[src/rtl/calc_pkg.sv]
// Shared types and constants for the sequential calculator core.
// Divider hardware is present only when CALC_DIV_EN is defined.
package calc_pkg;

    typedef enum logic [1:0] {
        FCT_ADD = 2'b00,
        FCT_SUB = 2'b01,
        FCT_MUL = 2'b10,
        FCT_DIV = 2'b11
    } fct_e;

    typedef enum logic [1:0] {
        ST_IDLE = 2'b00,
        ST_EXEC = 2'b01,
        ST_DONE = 2'b10
    } state_e;

    // Replicated across the full result on divide by zero.
    localparam logic CALC_DIVZERO_FILL = 1'b1;

endpackage

[src/rtl/calc_muldiv.sv]
// Iterative shift-add multiplier and restoring divider, one bit per step.
// The divide path exists only when CALC_DIV_EN is defined.
module calc_muldiv
    import calc_pkg::*;
#(
    parameter int WIDTH = 8
) (
    input  logic               clk,
    input  logic               rst_n,
    input  logic               load,
    input  logic               step,
`ifdef CALC_DIV_EN
    input  logic               div,
`endif
    input  logic [WIDTH-1:0]   a,
    input  logic [WIDTH-1:0]   b,
    output logic               last,
    output logic [2*WIDTH-1:0] result
);

    localparam int CW = $clog2(WIDTH) + 1;
    localparam logic [CW-1:0] LAST = CW'(WIDTH - 1);

    logic [2*WIDTH-1:0] acc;
    logic [2*WIDTH-1:0] acc_d;
    logic [WIDTH-1:0]   opb;
    logic [CW-1:0]      cnt;
    logic [WIDTH:0]     sum;
`ifdef CALC_DIV_EN
    logic               div_q;
    logic [WIDTH:0]     shifted;
    logic [WIDTH-1:0]   rem;
    logic               ge;
`endif

    assign last   = (cnt == LAST);
    assign result = acc_d;

    // Multiply: acc = {partial, multiplier}; divide: acc = {remainder, quotient}.
    always_comb begin
        sum   = {1'b0, acc[2*WIDTH-1:WIDTH]} + (acc[0] ? {1'b0, opb} : '0);
        acc_d = {sum, acc[WIDTH-1:1]};
`ifdef CALC_DIV_EN
        shifted = acc[2*WIDTH-1:WIDTH-1];
        ge      = (shifted >= {1'b0, opb});
        rem     = shifted[WIDTH-1:0] - opb;
        if (div_q) begin
            acc_d = {(ge ? rem : shifted[WIDTH-1:0]), acc[WIDTH-2:0], ge};
        end
`endif
    end

    always_ff @(posedge clk or negedge rst_n) begin
        if (!rst_n) begin
            acc <= '0;
            opb <= '0;
            cnt <= '0;
`ifdef CALC_DIV_EN
            div_q <= 1'b0;
`endif
        end else if (load) begin
            cnt <= '0;
`ifdef CALC_DIV_EN
            div_q <= div;
            if (div) begin
                acc <= {{WIDTH{1'b0}}, a};
                opb <= b;
            end else begin
                acc <= {{WIDTH{1'b0}}, b};
                opb <= a;
            end
`else
            acc <= {{WIDTH{1'b0}}, b};
            opb <= a;
`endif
        end else if (step) begin
            acc <= acc_d;
            if (!last) begin
                cnt <= cnt + 1'b1;
            end
        end
    end

endmodule

[src/rtl/calc_seq_core.sv]
// Handshaked calculator core: FSM, operand/result registers, add/sub path.
// Define CALC_DIV_EN to build the divider; otherwise div reports an error.
module calc_seq_core
    import calc_pkg::*;
#(
    parameter int WIDTH = 8
) (
    input  logic               clock_i,
    input  logic               reset_i,
    input  logic               start_i,
    output logic               ready_o,
    input  logic [WIDTH-1:0]   a_i,
    input  logic [WIDTH-1:0]   b_i,
    input  logic [1:0]         fct_i,
    output logic [2*WIDTH-1:0] s_o,
    output logic               signal_o,
    output logic               err_o,
    output logic               done_o,
    input  logic               ack_i
);

    state_e             state_q;
    state_e             state_d;
    fct_e               fct_q;
    logic [WIDTH-1:0]   a_q;
    logic [WIDTH-1:0]   b_q;
    logic               load;
    logic               step;
    logic               md_last;
    logic [2*WIDTH-1:0] md_res;
    logic               wr;
    logic [2*WIDTH-1:0] res_d;
    logic               sig_d;
    logic               err_d;
    logic [WIDTH:0]     sum_ab;
    logic [WIDTH-1:0]   diff_ab;
    logic               lt_ab;

    assign sum_ab  = {1'b0, a_q} + {1'b0, b_q};
    assign lt_ab   = (a_q < b_q);
    assign diff_ab = lt_ab ? (b_q - a_q) : (a_q - b_q);

    calc_muldiv #(.WIDTH(WIDTH)) u_muldiv (
        .clk    (clock_i),
        .rst_n  (reset_i),
        .load   (load),
        .step   (step),
`ifdef CALC_DIV_EN
        .div    (fct_i == FCT_DIV),
`endif
        .a      (a_i),
        .b      (b_i),
        .last   (md_last),
        .result (md_res)
    );

    always_comb begin
        state_d = state_q;
        ready_o = 1'b0;
        done_o  = 1'b0;
        load    = 1'b0;
        step    = 1'b0;
        wr      = 1'b0;
        res_d   = '0;
        sig_d   = 1'b0;
        err_d   = 1'b0;
        unique case (state_q)
            ST_IDLE: begin
                ready_o = 1'b1;
                if (start_i) begin
                    load    = 1'b1;
                    state_d = ST_EXEC;
                end
            end
            ST_EXEC: begin
                unique case (fct_q)
                    FCT_ADD: begin
                        wr    = 1'b1;
                        res_d = {{(WIDTH-1){1'b0}}, sum_ab};
                    end
                    FCT_SUB: begin
                        wr    = 1'b1;
                        res_d = {{WIDTH{1'b0}}, diff_ab};
                        sig_d = lt_ab;
                    end
                    FCT_MUL: begin
                        step  = 1'b1;
                        wr    = md_last;
                        res_d = md_res;
                    end
                    FCT_DIV: begin
`ifdef CALC_DIV_EN
                        if (b_q == '0) begin
                            wr    = 1'b1;
                            err_d = 1'b1;
                            res_d = {(2*WIDTH){CALC_DIVZERO_FILL}};
                        end else begin
                            step  = 1'b1;
                            wr    = md_last;
                            res_d = md_res;
                        end
`else
                        wr    = 1'b1;
                        err_d = 1'b1;
`endif
                    end
                    default: ;
                endcase
                if (wr) begin
                    state_d = ST_DONE;
                end
            end
            ST_DONE: begin
                done_o = 1'b1;
                if (ack_i) begin
                    state_d = ST_IDLE;
                end
            end
            default: state_d = ST_IDLE;
        endcase
    end

    always_ff @(posedge clock_i or negedge reset_i) begin
        if (!reset_i) begin
            state_q <= ST_IDLE;
        end else begin
            state_q <= state_d;
        end
    end

    always_ff @(posedge clock_i or negedge reset_i) begin
        if (!reset_i) begin
            a_q   <= '0;
            b_q   <= '0;
            fct_q <= FCT_ADD;
        end else if (load) begin
            a_q   <= a_i;
            b_q   <= b_i;
            fct_q <= fct_e'(fct_i);
        end
    end

    // Result only changes on the final execute cycle, never mid-sequence.
    always_ff @(posedge clock_i or negedge reset_i) begin
        if (!reset_i) begin
            s_o      <= '0;
            signal_o <= 1'b0;
            err_o    <= 1'b0;
        end else if (wr) begin
            s_o      <= res_d;
            signal_o <= sig_d;
            err_o    <= err_d;
        end
    end

endmodule
[config.mk]
export PLATFORM = sky130hd
export DESIGN_NAME = calc_seq_core
export DESIGN_NICKNAME = d
export VERILOG_FILES = /design/src/rtl/calc_pkg.sv /design/src/rtl/calc_muldiv.sv /design/src/rtl/calc_seq_core.sv
export SDC_FILE = /design/constraint.sdc
export NUM_CORES = 1
export LEC_CHECK = 0
export ABC_AREA = 1
export BUFFER_PORTS_ARGS = -buffer_cell sky130_fd_sc_hd__buf_2
export CAP_MARGIN = 20
export CELL_PAD_IN_SITES_DETAIL_PLACEMENT = 0
export CELL_PAD_IN_SITES_GLOBAL_PLACEMENT = 2
export CORE_ASPECT_RATIO = 1.4
export CORE_MARGIN = 10
export CORE_UTILIZATION = 34
export CTS_CLUSTER_SIZE = 16
export DETAILED_ROUTE_END_ITERATION = 12
export PLACE_DENSITY = 0.88
export SYNTH_ARGS = -nofsm -noshare
export SYNTH_HDL_FRONTEND = slang
export SYNTH_SLANG_ARGS = --single-unit
[constraint.sdc]
create_clock -name clock_i -period 3.1 [get_ports clock_i]
set_clock_uncertainty 0.2 [all_clocks]
set_input_delay 0.465 -clock clock_i [delete_from_list [all_inputs] [get_ports clock_i]]
set_output_delay 0.465 -clock clock_i [all_outputs]
set_load 0.1 [all_outputs]
[Word level (Yosys, flattened, before mapping)]
Index checks and enable logic that the tools add are counted.
Word-level totals
  register bits after elaboration: 58
  latch bits: 0
  memory bits (writable): 0
  memory bits (read-only): 0
  input bits: 22
  output and inout port bits: 20
  word-level logic and storage cells: 57
  memories kept: 0
Cells by class
  add/subtract/negate cells: 5
  $mul: 0
  divide/modulo/power cells: 0
  order comparisons: 1
  equal/unequal tests: 10
  shift-type cells: 0
  mux-type cells: 26
  bitwise logic cells: 0
  reduce and logical (&&, ||, !) cells: 6
Operator list (count)
  16-bit 2-to-1 mux: 3
  16-bit case mux with 3 select lines: 1
  8-bit 2-to-1 mux: 2
  8-bit subtractor: 2
  1-bit 2-to-1 mux: 12
  4-bit 2-to-1 mux: 3
  8-bit by 8-bit adder with 9-bit output: 1
  8-bit by 9-bit adder with 9-bit output: 1
  8-bit < comparator: 1
  2-bit != test (second input constant): 4
  2-bit equality test (second input constant): 3
  2-bit 2-to-1 mux: 3
  2-bit case mux with 3 select lines: 1
  4-bit by 1-bit adder with 4-bit output (second input constant): 1
  2-bit by 1-bit equality test with 1-bit output (second input constant): 2
  4-bit by 3-bit equality test with 1-bit output (second input constant): 1
  2-bit zero test: 2
  3-bit AND reduction: 1
  3-bit OR reduction: 1
  1-bit case mux with 2 select lines: 1
  2-bit AND reduction: 1
  2-bit nonzero test: 1

[Longest topological paths before layout]
  depth after elaboration: 6
  mapped depth: 15
  gate-level depth less buffers: 15

[By module]
A second synthesis with hierarchy kept.
Second synthesis, totals
  cells, all modules: 594
  area, all modules: 4399.2 um^2
By module, submodules not included
  calc_seq_core: times used 1, cells an instance 381, area an instance 2747.6 um^2, seq. area each 950.9 um^2
  calc_muldiv: times used 1, cells an instance 213, area an instance 1651.6 um^2, seq. area each 700.7 um^2

[Worst setup path before layout]
Ideal clock, no wire load.
  path kind: register -> register
  start: reg state_q[0]
  end: reg u_muldiv.acc[0]
  arrival: 2.627 ns
  data required time: 2.766 ns
  path slack: 0.138 ns
  cell stages (with the launch flop): 8
  path buffers: 1
  clock period less this slack: 2.962 ns
  path through: dfrtp_1 nor2_1 nand2_2 clkinv_1 nor2_1 buf_4 nand2_1 o311ai_1
Between the ends
  cells in the longest elaborated chain, start to end: 3
Ends and longest elaborated chain
  start: declaration: RTL line calc_seq_core.sv:22  | state_e state_q;
  start signal: assignment: RTL line calc_seq_core.sv:127  | state_q <= state_d;
  2-bit by 1-bit equality test with 1-bit output or 2-bit zero test (tied branches): RTL line calc_seq_core.sv:67  | unique case (state_q)
  1-bit 2-to-1 mux: RTL line calc_seq_core.sv:67
  2-bit nonzero test (no line) or 16-bit 2-to-1 mux (tied branches)
  end signal: assignment: RTL line calc_muldiv.sv:73  | acc <= {{WIDTH{1'b0}}, b};
  end: declaration: RTL line calc_muldiv.sv:24  | logic [2*WIDTH-1:0] acc;
Parallel ways exist; a longest one is shown, timed or not.
A chain may end at the register's enable or synchronous reset.

==> reports/summary.txt <==
Status: finished clean
Netlist cell types: 38
Area of the multi-input gates: 0.00207 mm2
Sequential Area: 0.00145 mm2
Routed WL per cell: 15.6 um
Vias per cell: 4.78
Tcrit/Tclk final: 81.1%
Cell count after synthesis: 530
Post-synthesis sequential area ratio: 37.4%
Yosys reg bits: 58
Number of synthesized flops with an enable pin: 0
Unrepaired setup endpoints after global routing: no
Antenna viol nets, final: 0
# diodes: 0
Commonest cells post-synth: nand2_1, inv_1, dfrtp_1
Gp weighted congestion: 0.807
Vias: 3,461
Final net count: 633
Max Fanout on Critical Path: 9
Fraction of layout instances using a drive strength above 1: 12.6%
Synth warn: 0
I/O pin count: 42
DRT iter0 DRCs: 157
HP Class: in -> reg
Fmax: 0.398 GHz
Clock-pin slew on the worst setup and hold paths: 0.06 ns
Slew @ Worst Pin: 0.782 ns
CTS Root Cell: clkbuf_16
Synth area leaders: dfrtp_1, nand2_1, ha_1, inv_1, o21ai_0
Die X: 110 um
Post-CTS sizing: 0
Die height: 146 um
Gr usage total: 14.7%
DP HPWL: 9000 um
Endpoints failing setup: 0
Largest net degree at the start of global routing: 41
Leading area contributor after synthesis: dfrtp_1
Clk sinks: 58
CTS H-tree lvls: 3
Worst-skew pair later-pin latency: 0.33 ns
First-pass GRT wire length: 18,400 um
Asr flop ratio synth: 100%
Final-report max-slew violation count: 0
CP Launch Type: flop
Element type at the critical path end: flop
Hold Violations, Final: 0
Max cap viols: 0
Max clock buf depth: 2
Remaining DRCs: 0
CP Class: reg -> reg
Rows: 46
Via count of the first global-routing pass: 3,650
Predominant post-synthesis flop cell: dfrtp_1
Syn_nets: 588
Starting Density: 34.4%
Post-Route WL: 11,300 um
Initial antenna violation count: 0
Avg Cell Area, Syn: 7.32 um2
Critical path data required time: 3.16 ns
Drt first pass iters: 4
Port Buffers: 41
Post-Syn Area: 0.00388 mm2
Fillers: 1,198
Final setup TNS: 0 ns
Slew margin rel.: 47.7%
CORE AREA: 0.0113 mm2
Grt ovf: 0
R2r setup slk: 0.59 ns
Crit path time final: 2.51 ns
Count leader, synth: nand2_1
Post-synth top area share: 37.4%
CTS tree: yes
Full die area: 0.0161 mm2
Layout area overhead: 18.5%
CP arrival: 2.57 ns
CTS buffer count: 9
-- final cells by class --
class | instances | area share, %
sequential | 58 | 31.6
timing repair buffer | 46 | 5.33
multi-input combinational | 379 | 44.9
inverter | 81 | 6.61
clock buffer | 11 | 5.50
tap | 144 | 3.92
clock inverter | 5 | 2.18
-- layout by cell type, fill, tap and decap left out, drive strengths merged, types with 2 or more instances in the layout --
cell type,netlist,routed
buf,9,45
nand3,31,31
nor2,28,28
fa,4,4
dfrtp,58,58
a21oi,27,27
ha,32,32
clkinv,1,3
o21ai,35,35
bufinv,0,3
xnor2,2,2
nand4,3,3
inv,80,80
nand2,188,188
o22ai,3,3
o311ai,2,2
o211ai,5,5
clkbuf,3,11
a32o,2,2
xor2,6,6
nor3,2,2
o21bai,2,2
-- kinds of logic (layout without fill, tap and decap cells) --
logic type               count (synthesis)  count (layout)  synth area share, %
XOR/XNOR                                 8               8                 1.81
AND/OR/NAND/NOR                        254             254                 27.0
AO/OA/AOI/OAI                           81              81                 12.1
buffers and inverters                   93             143                 9.35
flip-flops                              58              58                 37.4
adder cells (fa/ha/maj)                 36              36                 12.4
-- worst paths after layout --
path | start | endpoint | depth (start not counted)
hold / removal | ack_i | state_q[1] | 2
setup reg to reg | u_muldiv.opb[0] | s_o[1] | 11
max in group asynchronous | reset_i | b_q[6] | 3
min in group asynchronous | reset_i | u_muldiv.opb[0] | 2
hold reg to reg | u_muldiv.cnt[3] | u_muldiv.cnt[3] | 1
setup / recovery | u_muldiv.opb[0] | s_o[1] | 11
-- metal layers --
metal  routed length, um  vias up  GRT usage (%)
li1                    -     1768              -
met1                4560     1629           16.1
met2                6100       48           26.8
met3                 311       16           2.03
met4                 291        0           6.44
met5                   0        -              0
-- state kept, by name, indices dropped and copies added, names as in the netlist --
register      flops
b_q               8
err_o             1
fct_q             2
s_o              16
signal_o          1
state_q           2
u_muldiv.acc     16
u_muldiv.cnt      4
u_muldiv.opb      8
-- stage by stage --
stage / hold WS (ns) / worst slack (ns) / instances / utilization, % / area, um2
6_report: 0.117 / 0.587 / 724 / 40.8 / 4600
5_1_grt: 0.126 / 0.379 / 724 / 40.8 / 4600
4_1_cts: 0.106 / 0.558 / 724 / 40.8 / 4600
3_5_place_dp: 0.245 / 0.573 / 707 / 37.6 / 4240
3_3_place_gp: 0.235 / 0.518 / 707 / 37.6 / 4240
2_1_floorplan: -0.0306 / 0.138 / 530 / - / 3880
-- worst max-delay path, stage by stage, from the launching register on --
cell      delay [ns]
dfrtp_1         0.42
inv_1           0.09
ha_1            0.15
inv_1           0.07
fa_1            0.42
nand2_1         0.12
o21bai_1        0.13
a21oi_2         0.41
nor2_1          0.07
o21bai_1        0.22
nand2_1         0.08
nand2_1         0.06
-- what timing repair did --
action / in CTS / in global routing
endpoints found under the hold margin: 18 / 0
hold buffers: 1 / 0
buffers inserted: 0 / 0
Power is left out: the tool's default activity adds up to more than one toggle a clock period on the data nets, which glitch-free logic cannot reach.
